==> src/rtl/mem_arbiter.sv <==
// mem_arbiter: shares one DRAM command port between an instruction-cache read
// port, a data-cache read port and a two-beat write port. Reads are tagged in
// issue order so the two-beat read returns can be steered back to the owner.
//
// Handshake: ic_req/dc_req/wr_req are level requests held (with address/data)
// until the matching one-cycle gnt pulse; a FIFO push happens on any cycle its
// wr_en is high, and wr_en is never raised while that FIFO reports full.
module mem_arbiter #(
  parameter int TAG_DEPTH = 4
) (
  input  logic         clk,
  input  logic         rst,
  input  logic         ic_req,
  input  logic         dc_req,
  input  logic [30:0]  ic_addr,
  input  logic [30:0]  dc_addr,
  output logic         ic_gnt,
  output logic         dc_gnt,
  output logic         ic_rvalid,
  output logic         dc_rvalid,
  output logic [127:0] rdata,
  input  logic         wr_req,
  input  logic [30:0]  wr_addr,
  input  logic [255:0] wr_data,
  input  logic [31:0]  wr_mask,
  output logic         wr_gnt,
  input  logic         af_full,
  output logic [30:0]  af_addr_din,
  output logic [2:0]   af_cmd_din,
  output logic         af_wr_en,
  input  logic         wdf_full,
  output logic [127:0] wdf_din,
  output logic [15:0]  wdf_mask_din,
  output logic         wdf_wr_en,
  input  logic         rdf_valid,
  input  logic [127:0] rdf_dout,
  output logic         err,
  output logic [1:0]   state_dbg
);

  localparam int PW = (TAG_DEPTH > 1) ? $clog2(TAG_DEPTH) : 1;
  localparam logic [PW:0] FULL_CNT = TAG_DEPTH[PW:0];

  // Requester IDs; also the round-robin pointer encoding.
  localparam logic [1:0] ID_IC = 2'd0;
  localparam logic [1:0] ID_DC = 2'd1;
  localparam logic [1:0] ID_WR = 2'd2;

  typedef enum logic [1:0] {IDLE, RD, WR1, WR2} state_t;

  state_t          state, state_nxt;
  logic [1:0]      win, win_nxt;
  logic [1:0]      rr_last;
  logic            pick_valid;
  logic [1:0]      pick;
  logic            push;

  logic [TAG_DEPTH-1:0] tag_mem;   // owner bit per outstanding read: 0 ic, 1 dc
  logic [PW-1:0]   tag_wp, tag_rp;
  logic [PW:0]     tag_cnt;
  logic            tag_full, tag_empty;
  logic            beat;           // 0 = first return beat, 1 = second
  logic            ret_beat, pop, owner;
  logic            ic_ok, dc_ok;

  assign tag_full  = (tag_cnt == FULL_CNT);
  assign tag_empty = (tag_cnt == '0);
  assign ic_ok     = ic_req && !tag_full;
  assign dc_ok     = dc_req && !tag_full;
  assign state_dbg = state;
  assign rdata     = rdf_dout;

  // Read-return steering: the tag FIFO head owns every beat on the bus.
  assign owner     = tag_mem[tag_rp];
  assign ret_beat  = rdf_valid && !tag_empty;
  assign ic_rvalid = ret_beat && !owner;
  assign dc_rvalid = ret_beat && owner;
  assign pop       = ret_beat && beat;

  // Round-robin pick, searching from the requester after the last granted one.
  always_comb begin
    pick_valid = 1'b1;
    pick       = ID_IC;
    case (rr_last)
      ID_IC: begin
        if (dc_ok)       pick = ID_DC;
        else if (wr_req) pick = ID_WR;
        else if (ic_ok)  pick = ID_IC;
        else             pick_valid = 1'b0;
      end
      ID_DC: begin
        if (wr_req)      pick = ID_WR;
        else if (ic_ok)  pick = ID_IC;
        else if (dc_ok)  pick = ID_DC;
        else             pick_valid = 1'b0;
      end
      default: begin
        if (ic_ok)       pick = ID_IC;
        else if (dc_ok)  pick = ID_DC;
        else if (wr_req) pick = ID_WR;
        else             pick_valid = 1'b0;
      end
    endcase
  end

  // Next-state and command/grant outputs for the current transaction.
  always_comb begin
    state_nxt    = state;
    win_nxt      = win;
    ic_gnt       = 1'b0;
    dc_gnt       = 1'b0;
    wr_gnt       = 1'b0;
    af_wr_en     = 1'b0;
    wdf_wr_en    = 1'b0;
    push         = 1'b0;
    af_cmd_din   = 3'b000;
    af_addr_din  = (win == ID_IC) ? ic_addr : ((win == ID_DC) ? dc_addr : wr_addr);
    wdf_din      = wr_data[255:128];
    wdf_mask_din = wr_mask[31:16];
    case (state)
      IDLE: begin
        if (pick_valid) begin
          win_nxt   = pick;
          state_nxt = (pick == ID_WR) ? WR1 : RD;
        end
      end
      RD: begin
        af_cmd_din = 3'b001;
        af_wr_en   = !af_full;
        if (!af_full) begin
          ic_gnt    = (win == ID_IC);
          dc_gnt    = (win == ID_DC);
          push      = 1'b1;
          state_nxt = IDLE;
        end
      end
      WR1: begin
        af_wr_en  = !af_full && !wdf_full;
        wdf_wr_en = !af_full && !wdf_full;
        if (!af_full && !wdf_full) state_nxt = WR2;
      end
      WR2: begin
        wdf_din      = wr_data[127:0];
        wdf_mask_din = wr_mask[15:0];
        wdf_wr_en    = !wdf_full;
        if (!wdf_full) begin
          wr_gnt    = 1'b1;
          state_nxt = IDLE;
        end
      end
      default: state_nxt = IDLE;
    endcase
  end

  // FSM state, latched winner and round-robin pointer (moves only on a grant).
  always_ff @(posedge clk or posedge rst) begin
    if (rst) begin
      state   <= IDLE;
      win     <= ID_IC;
      rr_last <= ID_WR;
    end else begin
      state <= state_nxt;
      win   <= win_nxt;
      if (ic_gnt || dc_gnt || wr_gnt) rr_last <= win;
    end
  end

  // Tag FIFO, return-beat counter and sticky orphan-data error.
  always_ff @(posedge clk or posedge rst) begin
    if (rst) begin
      tag_mem <= '0;
      tag_wp  <= '0;
      tag_rp  <= '0;
      tag_cnt <= '0;
      beat    <= 1'b0;
      err     <= 1'b0;
    end else begin
      if (push) begin
        tag_mem[tag_wp] <= win[0];
        tag_wp          <= tag_wp + 1'b1;
      end
      if (pop) tag_rp <= tag_rp + 1'b1;
      case ({push, pop})
        2'b10:   tag_cnt <= tag_cnt + 1'b1;
        2'b01:   tag_cnt <= tag_cnt - 1'b1;
        default: tag_cnt <= tag_cnt;
      endcase
      if (ret_beat) beat <= ~beat;
      if (rdf_valid && tag_empty) err <= 1'b1;
    end
  end

endmodule

==> config.mk <==
export PLATFORM = sky130hd
export DESIGN_NAME = mem_arbiter
export DESIGN_NICKNAME = d
export VERILOG_FILES = /design/src/rtl/mem_arbiter.sv
export SDC_FILE = /design/constraint.sdc
export NUM_CORES = 1
export LEC_CHECK = 0
export BUFFER_PORTS_ARGS = -buffer_cell sky130_fd_sc_hd__buf_2
export CORE_AREA = 8 8 319 321
export CTS_CLUSTER_DIAMETER = 60
export CTS_CLUSTER_SIZE = 30
export DETAILED_ROUTE_END_ITERATION = 12
export DIE_AREA = 0 0 327 329
export GPL_ROUTABILITY_DRIVEN = 0
export GPL_TIMING_DRIVEN = 0
export PLACE_DENSITY_LB_ADDON = 0.25
export SLEW_MARGIN = 5
export SYNTH_ARGS = -nofsm -noshare
export SYNTH_HDL_FRONTEND = slang
export SYNTH_SLANG_ARGS = --single-unit
==> constraint.sdc <==
create_clock -name clk -period 5 [get_ports clk]
set_input_delay 1 -clock clk [delete_from_list [all_inputs] [get_ports clk]]
set_output_delay 1 -clock clk [all_outputs]
set_load 0.05 [all_outputs]
==> impl_metrics.ini, run 1 <==
[job]
drv_cap = 0

[clocking]
cts-buffers-inserted = 3
clk_latency_ns = 0.25
cts_buffer_depth = 2
postCtsHoldBufs = 0
clock-sinks = 19
htreeDepth = 1
cts-resized-gates = 0
root_buffer = clkbuf_16
post_cts_buffers = 0
clk_pin_slew_ns = 0.06
cts_tree = yes

[detailed_routing]
ant_nets = 0
drt_iter0_drc = 172
wl_per_cell_um = 19.8
drcViolationCount = 0
avgViaCountPerCell = 2.54
wirelength_mm = 50.5
num_vias = 6482
drt_first_pass_iters = 4

[status]
outcome = finished clean

[pwr]
ir_drop_v = 0.000163
powerDensity_nw_per_um2 = 458
intPower_mw = 1.47
pwr-share-comb_pct = 89.5
power_frac_clock_pct = 3.8
sw_frac_of_total_pct = 67.1
p_switching_mw = 3.00
power_frac_seq_pct = 6.7
p_leak_nw = 4.84

[sta]
worst_pin_slew_ns = 0.864
setup_violations = 0
skew_ns = 0.00495
relSlewSlack_pct = 42.3
fin_crit_ns = 3.52
hold_viol_final = 0
finalSetupTns_ns = 0
drv_slew = 0
fmax_mhz = 284
rsz0062_at_grt = no
final.period_utilization_pct = 70.4

[critical_path]
r2r_end = tag_cnt[2]
worstPathArrival_ns = 2.52
rr_startpoint = state_dbg[1]
cpPeakStageDelay_ns = 0.44
crit_path_top_delay_cell = buf_2
critPathMostFrequentCell = buf_2
cp-end-kind = primary output
required_ns = 4.00
cp_top_family = buffers and inverters
setup.worst_path.class = reg2out
critical_path.max_fanout = 10
critPathLaunchType = register
reg2reg_depth = 11
worst-r2r-setup-slack_ns = 2.62
worstPathCellList = ha_1 > buf_2 > buf_2 > mux2_2 > buf_2
critical_path_buf_inv_count = 3

[floorplan]
core_um2 = 97100
std_cell_rows = 115
dieHeight_um = 329
io_pins = 833
die_w_um = 327
dieArea_um2 = 108000
start_util_pct = 4.57

[place]
placed_area_um2 = 9560
dp_hpwl_mm = 48.0
io_buffers = 702
placedCellCount = 2492

[grt]
use_met3_pct = 4.37
globalRoute.totalOverflow = 0
grt_use_met1_pct = 7.66
grt_use_met2_pct = 15.6
antenna_found_initial = 57
grt-busiest-layer = met2
grt_pass1_wl_mm = 62.9
grt_pass1_vias = 7084
grt_max_degree = 20
grt_use_total_pct = 8.57

[synth]
synth_common_cells = 150 x mux2_2, 131 x buf_4, 40 x nand2_1, 35 x o21ai_0, 32 x mux2i_1
ys_warn_count = 0
postSynth.asyncResetShare_pct = 100
synth.distinct_cells = 39
synth_area_leaders = mux2_2 38%, buf_4 22%, dfrtp_1 10%, mux2i_1 7.2%, o21ai_0 3.9%
synthCells = 502
netlist_area_um2 = 4440
ys.flop_type = dfrtp_1
netlist.area_leader.share_pct = 38.1
synth_edf_count = 0
synth_top_cell_by_area = mux2_2
avgSynthCellArea_um2 = 8.84
ys_seq_area_share_pct = 10.7
ys_ff_latch = 19
yosys.cell_count.top_type = mux2_2

[min_path]
hp-start = err
hold_depth = 1
worstHoldEndpoint = err
min_path_type = reg2reg

[layout]
design_area_um2 = 9770
instances_no_fill = 2547
syn2layout_area_growth_pct = 120
drive_above_1_share_pct = 83.9
fin_nets = 1737
## cell families (layout without fill, tap and decap cells)
logic type | after synthesis | in the layout | share of synthesized area (%)
other cells | 1 | 53 | 0.0845
compound gates | 49 | 49 | 6.52
buf+inv | 170 | 876 | 26.0
mux | 183 | 183 | 45.8
xor+xnor | 7 | 7 | 1.38
fa+ha+maj | 10 | 10 | 2.99
flops | 19 | 19 | 10.7
simple gates | 63 | 63 | 6.46
## stage by stage
step	hold WS, ns	utilization [%]	power, mW	setup WS (ns)
finish	0.469	10.1	4.48	1.48
detailed placement	0.455	9.85	4.42	1.58
global placement	0.448	9.85	4.44	1.58
floorplan	0.446	-	3.22	1.26
CTS	0.478	9.93	4.60	1.30
global route	0.497	9.99	4.77	1.26
## per-layer routing
metal | up-vias | wire length, um
li1 | 3070 | -
met1 | 2806 | 15500
met2 | 530 | 25900
met3 | 74 | 6290
met4 | 2 | 2750
met5 | - | 13
## how the worst max path moves through the flow
stage / start / end / slack (ns) / cells after the start
2_1_floorplan: state_dbg[1] / ic_gnt / 1.26 / 6
3_3_place_gp: state_dbg[0] / wdf_mask_din[12] / 1.58 / 5
3_5_place_dp: state_dbg[0] / wdf_mask_din[11] / 1.58 / 5
4_1_cts: state_dbg[0] / wdf_mask_din[11] / 1.30 / 5
5_1_grt: state_dbg[1] / wdf_mask_din[11] / 1.26 / 5
6_report: state_dbg[0] / wdf_mask_din[11] / 1.48 / 5
## state kept, by name, summed over array words and instances (netlist names)
| name | cells |
|---|---|
| beat | 1 |
| tag_rp | 2 |
| err | 1 |
| state_dbg | 2 |
| rr_last | 2 |
| win | 2 |
| tag_mem | 4 |
| tag_wp | 2 |
| tag_cnt | 3 |
## power by group through the flow
stage | clock (mW) | combinational (mW) | sequential (mW)
global placement | 0 | 4.14 | 0.302
global route | 0.178 | 4.28 | 0.314
finish | 0.168 | 4.01 | 0.300
detailed placement | 0 | 4.11 | 0.305
CTS | 0.173 | 4.12 | 0.303
floorplan | 0 | 2.90 | 0.325
## area by class of cell
cell class,count,area (um2)
diodes,51,128
plain buffers,158,1110
clock buffers,3,75.1
clock inverters,1,5.00
fillers,11442,87400
inverters,12,45.0
multi-input cells,314,2810
flip-flops and latches,19,477
well taps,1287,1610
repair buffers,702,3510
## layout by cell type, fill, tap and decap left out, types with 2 or more instances in the layout
cell type,n
a21o_1,2
a21oi_1,3
buf_2,721
buf_4,131
clkbuf_1,8
clkbuf_16,3
conb_1,2
dfrtp_1,18
diode_2,51
ha_1,9
inv_1,12
mux2_2,150
mux2i_1,32
nand2_1,40
nor2_1,8
nor2b_1,4
nor3_1,2
o21ai_0,35
xnor2_1,4
xor2_1,3
(Power assumes the default switching activity.)
==> inputs of run 2 (changes only) <==
--- a/config.mk
+++ b/config.mk
@@ -6,11 +6,11 @@
 export NUM_CORES = 1
 export LEC_CHECK = 0
 export BUFFER_PORTS_ARGS = -buffer_cell sky130_fd_sc_hd__buf_2
-export CORE_AREA = 8 8 319 321
+export CORE_AREA = 8 8 321 323
 export CTS_CLUSTER_DIAMETER = 60
 export CTS_CLUSTER_SIZE = 30
 export DETAILED_ROUTE_END_ITERATION = 12
-export DIE_AREA = 0 0 327 329
+export DIE_AREA = 0 0 329 331
 export GPL_ROUTABILITY_DRIVEN = 0
 export GPL_TIMING_DRIVEN = 0
 export PLACE_DENSITY_LB_ADDON = 0.25
==> constraint.sdc (replaced) <==
create_clock -name clk -period 3.36 [get_ports clk]
set_input_delay 0.672 -clock clk [delete_from_list [all_inputs] [get_ports clk]]
set_output_delay 0.672 -clock clk [all_outputs]
set_load 0.05 [all_outputs]
==> impl_metrics.ini, run 2 (synthesis results as in run 1) <==
[floorplan]
std_cell_rows = 115
die_w_um = 329
start_util_pct = 4.54
io_pins = 833
dieHeight_um = 331
dieArea_um2 = 109000
core_um2 = 97700

[critical_path]
r2r_end = tag_cnt[2]
critPathLaunchType = register
cp-end-kind = primary output
worstPathCellList = ha_1 > buf_2 > nor2b_1 > buf_2
critical_path.max_fanout = 10
crit_path_top_delay_cell = nor2b_1
cpPeakStageDelay_ns = 0.78
reg2reg_depth = 11
critPathMostFrequentCell = buf_2
required_ns = 2.69
rr_startpoint = state_dbg[1]
worst-r2r-setup-slack_ns = 0.90
setup.worst_path.class = reg2out
worstPathArrival_ns = 2.46

[grt]
antenna_found_initial = 35
grt_use_total_pct = 7.76
grt_max_degree = 20
grt_pass1_wl_mm = 58.2
globalRoute.totalOverflow = 0
grt_pass1_vias = 6872

[clocking]
cts-buffers-inserted = 3
htreeDepth = 1
cts_buffer_depth = 2
clock-sinks = 19
cts_tree = yes
root_buffer = clkbuf_16
postCtsHoldBufs = 0
clk_latency_ns = 0.27
clk_pin_slew_ns = 0.07

[status]
outcome = finished clean

[detailed_routing]
drt_first_pass_iters = 4
wl_per_cell_um = 18.8
ant_nets = 0
wirelength_mm = 46.9
num_vias = 6337
drcViolationCount = 0
drt_iter0_drc = 98
avgViaCountPerCell = 2.54

[job]
drv_cap = 0

[sta]
hold_viol_final = 0
drv_slew = 0
fmax_mhz = 319
final.period_utilization_pct = 93.4
fin_crit_ns = 3.14
setup_violations = 0
relSlewSlack_pct = 36.3
rsz0062_at_grt = no
worst_pin_slew_ns = 0.955
skew_ns = 0.0143
finalSetupTns_ns = 0

[place]
placedCellCount = 2492
dp_hpwl_mm = 44.5
io_buffers = 702

[pwr]
finalPower_mw = 6.70
ir_drop_v = 0.000306
powerDensity_nw_per_um2 = 694
p_leak_nw = 4.84

[layout]
reg_top3 = tag_mem (4), tag_cnt (3)
layout_common_cells = 720 x buf_2, 150 x mux2_2, 132 x buf_4, 40 x nand2_1, 35 x o21ai_0
max_flop_register = tag_mem
instances_no_fill = 2498
drive_above_1_share_pct = 84.0
final_common_cell = buf_2
fin_nets = 1737
syn2layout_area_growth_pct = 118
largest_reg_flops = 4

[min_path]
hold_depth = 1
min_path_type = reg2reg
worstHoldEndpoint = beat
hp-start = beat
## run 2: changes by cell type in the layout (fill, tap and decap cells not counted)
cell | before | now
buf_2 | 721 | 720
buf_4 | 131 | 132
diode_2 | 51 | 2
nor3_1 | 2 | 1
nor3_2 | 0 | 1
## run 2: power by group
| group | internal [mW] | switching (mW) | leakage [nW] | total (mW) |
|---|---|---|---|---|
| Combinational | 1.69 | 4.29 | 4.57 | 5.98 |
| Sequential | 0.348 | 0.104 | 0.228 | 0.452 |
| Clock | 0.161 | 0.113 | 0.0409 | 0.274 |
| Total | 2.20 | 4.51 | 4.84 | 6.70 |
## run 2: area by class of cell
type | count | area [um2]
inverter | 12 | 45.0
tap | 1287 | 1610
sequential | 19 | 477
clock inverter | 1 | 5.00
fill | 11571 | 88000
buffer | 158 | 1110
antenna | 2 | 5.00
timing repair buffer | 702 | 3510
multi-input combinational | 314 | 2810
clock buffer | 3 | 75.1
## run 2: worst max-delay path, delay by kind of cell (launching register included)
kind | cells | cell delay (ns)
buf+inv | 2 | 0.74
fa+ha+maj | 1 | 0.21
simple gates | 1 | 0.78
flops | 1 | 0.45
## run 2: worst max-delay path by stage
stage / start / depth (start not counted) / to / slack, ns
6_report: state_dbg[0] / 4 / wr_gnt / 0.22
5_1_grt: state_dbg[1] / 4 / wr_gnt / 0.02
4_1_cts: state_dbg[1] / 4 / wr_gnt / 0.1
3_5_place_dp: state_dbg[1] / 5 / wdf_din[72] / 0.33
3_3_place_gp: state_dbg[1] / 5 / wdf_din[72] / 0.35
2_1_floorplan: state_dbg[1] / 4 / af_wr_en / 0.18
## run 2: through the flow
step                      cell area, um2  util (%)  hold slack [ns]  setup WS [ns]
after floorplan                     4440         -            0.446          0.180
after CTS                           9650      9.88            0.476         0.0957
after detailed placement            9570      9.79            0.469          0.332
after global routing                9660      9.88            0.505         0.0231
final                               9660      9.88            0.475          0.223
after global placement              9570      9.79            0.461          0.348
## run 2: routing by layer
layer  vias to the layer above  global-route usage [%]  part of all wire (%)
li1                       3005                       -                     -
met1                      2757                    8.28                    36
met2                       511                    14.0                    49
met3                        60                    4.05                    14
met4                         4                   0.869                   1.1
met5                         -                       0                 0.041
## run 2: repair_timing
item                       CTS  global route
gates resized for setup      1             0
setup endpoints to repair    1             0
buffers inserted             0             0
==> inputs of run 3 (changes only) <==
--- a/config.mk
+++ b/config.mk
@@ -5,12 +5,13 @@
 export SDC_FILE = /design/constraint.sdc
 export NUM_CORES = 1
 export LEC_CHECK = 0
+export ABC_AREA = 1
 export BUFFER_PORTS_ARGS = -buffer_cell sky130_fd_sc_hd__buf_2
-export CORE_AREA = 8 8 321 323
+export CORE_AREA = 8 8 319 321
 export CTS_CLUSTER_DIAMETER = 60
 export CTS_CLUSTER_SIZE = 30
 export DETAILED_ROUTE_END_ITERATION = 12
-export DIE_AREA = 0 0 329 331
+export DIE_AREA = 0 0 327 329
 export GPL_ROUTABILITY_DRIVEN = 0
 export GPL_TIMING_DRIVEN = 0
 export PLACE_DENSITY_LB_ADDON = 0.25
==> impl_metrics.ini, run 3 <==
[sta]
fin_crit_ns = 2.97
relSlewSlack_pct = 35.7
setup_violations = 0
hold_viol_final = 0
rsz0062_at_grt = no
worst_pin_slew_ns = 0.964
fmax_mhz = 337
whs_ns = 0.482
finalSetupTns_ns = 0
drv_slew = 0
final.period_utilization_pct = 88.3
skew_ns = 0.0129

[grt]
grt_max_degree = 20
grt_pass1_wl_mm = 60.3
globalRoute.totalOverflow = 0
antenna_found_initial = 47
grt_use_total_pct = 8.02
grt_pass1_vias = 7047

[detailed_routing]
drt_iter0_drc = 195
avgViaCountPerCell = 2.61
wirelength_mm = 47.9
wl_per_cell_um = 18.8
ant_nets = 0
drt_first_pass_iters = 4
drcViolationCount = 0
num_vias = 6658

[synth]
synth_area_leaders = mux2_2 37%, buf_4 25%, dfrtp_1 10%, nand2_1 10%, nand3_1 4.0%
synth.distinct_cells = 32
ys_ff_latch = 19
synthCells = 556
ys_warn_count = 0
synth_edf_count = 0
ys_seq_area_share_pct = 10.9
avgSynthCellArea_um2 = 7.88
synth_top_family_by_area = multiplexers
synth_mux_area_share_pct = 37.3
ys.flop_type = dfrtp_1
synth_xor_area_share_pct = 1.00
synth_compound_area_share_pct = 2.83
synth_common_cells = 145 x buf_4, 145 x mux2_2, 120 x nand2_1, 35 x nand3_1
synthAdderAreaFrac_pct = 3.03
synth_top_cell_by_area = mux2_2
yosys.area_share.simple_pct = 17.2
postSynth.asyncResetShare_pct = 100
netlist.area_leader.share_pct = 37.3
netlist_area_um2 = 4380

[critical_path]
setup.worst_path.class = reg2out
reg2reg_depth = 8
r2r_end = tag_cnt[2]
critPathLaunchType = register
cp-end-kind = primary output
critical_path.max_fanout = 10
worstPathArrival_ns = 2.29
worst-r2r-setup-slack_ns = 1.17
required_ns = 2.69
rr_startpoint = state_dbg[0]

[floorplan]
core_um2 = 97100
die_w_um = 327
start_util_pct = 4.51
dieArea_um2 = 108000
dieHeight_um = 329
std_cell_rows = 115
io_pins = 833

[layout]
fin_nets = 1791
drive_above_1_share_pct = 80.5
final_common_cell = buf_2
final_core_util_pct = 9.87
layout_common_cells = 710 x buf_2, 145 x buf_4, 145 x mux2_2, 120 x nand2_1, 35 x nand3_1
syn2layout_area_growth_pct = 119
max_flop_register = tag_mem
reg_top3 = tag_mem (4), tag_cnt (3)
largest_reg_flops = 4

[pwr]
power_frac_clock_pct = 4.1
powerDensity_nw_per_um2 = 737
p_leak_nw = 4.94
ir_drop_v = 0.000530
pwr-share-comb_pct = 89.8
sw_frac_of_total_pct = 68.6
power_frac_seq_pct = 6.1
intPower_mw = 2.22
p_switching_mw = 4.85

[clocking]
htreeDepth = 1
cts_buffer_depth = 2
post_cts_buffers = 0
cts_tree = yes
cts-buffers-inserted = 3
cts-resized-gates = 0
clk_latency_ns = 0.28
clk_pin_slew_ns = 0.06
root_buffer = clkbuf_16
postCtsHoldBufs = 0
clock-sinks = 19

[min_path]
min_path_type = reg2reg
hold_depth = 1
worstHoldEndpoint = err
hp-start = err

[job]
drv_cap = 0

[place]
dp_hpwl_mm = 45.4
io_buffers = 702

[status]
outcome = finished clean
-- run 3: critical path: stages (launching register included) --
cell and delay [ns]:
dfrtp_1 0.44, ha_1 0.19, buf_2 0.37, buf_4 0.31, mux2_2 0.44, buf_2 0.24
-- run 3: how the worst max path moves through the flow --
stage | slack (ns) | start | end | depth (start not counted)
2_1_floorplan | 0.05 | state_dbg[0] | af_wr_en | 3
3_3_place_gp | 0.57 | state_dbg[0] | wdf_mask_din[13] | 5
3_5_place_dp | 0.58 | state_dbg[0] | wdf_mask_din[13] | 5
4_1_cts | 0.27 | state_dbg[0] | wdf_mask_din[13] | 5
5_1_grt | 0.20 | state_dbg[0] | wdf_mask_din[12] | 5
6_report | 0.39 | state_dbg[0] | wdf_mask_din[10] | 5
-- run 3: metal layers --
layer  GRT usage [%]  share of wire (%)  up-vias
li1                -                  -     3126
met1            9.23                 39     2913
met2            15.0                 51      537
met3            2.60                8.0       78
met4           0.573                1.4        4
met5               0              0.056        -
-- run 3: power by group through the flow --
| stage | clock network (mW) | logic, mW | registers (mW) |
|---|---|---|---|
| after floorplan | 0 | 4.56 | 0.463 |
| after global placement | 0 | 6.52 | 0.436 |
| after detailed placement | 0 | 6.48 | 0.434 |
| after CTS | 0.308 | 6.50 | 0.432 |
| after global routing | 0.320 | 6.71 | 0.446 |
| final | 0.288 | 6.35 | 0.430 |
-- run 3: area by class of cell --
class / count / area, um2
fill: 11480 / 87500
timing repair buffer: 702 / 3510
multi-input combinational: 363 / 2700
tap: 1287 / 1610
buffer: 156 / 1140
sequential: 19 / 477
clock buffer: 3 / 75.1
inverter: 19 / 71.3
clock inverter: 1 / 5.00
antenna: 1 / 2.50
-- run 3: through the flow --
step	setup slack (ns)	cells	area, um2	total power, mW
global placement	0.571	2546	9510	6.96
finish	0.393	2551	9590	7.07
floorplan	0.0516	557	4380	5.02
CTS	0.266	2550	9590	7.24
global route	0.199	2551	9590	7.48
detailed placement	0.580	2546	9510	6.91
-- run 3: logic make-up (layout without fill, tap and decap cells) --
| logic type | Yosys count | after routing |
|---|---|---|
| flip-flops | 19 | 19 |
| buffers and inverters | 175 | 881 |
| other | 1 | 3 |
| AND/OR/NAND/NOR | 179 | 179 |
| adder cells (fa/ha/maj) | 10 | 10 |
| XOR/XNOR | 5 | 5 |
| AO/OA/AOI/OAI | 22 | 22 |
| multiplexers | 145 | 145 |
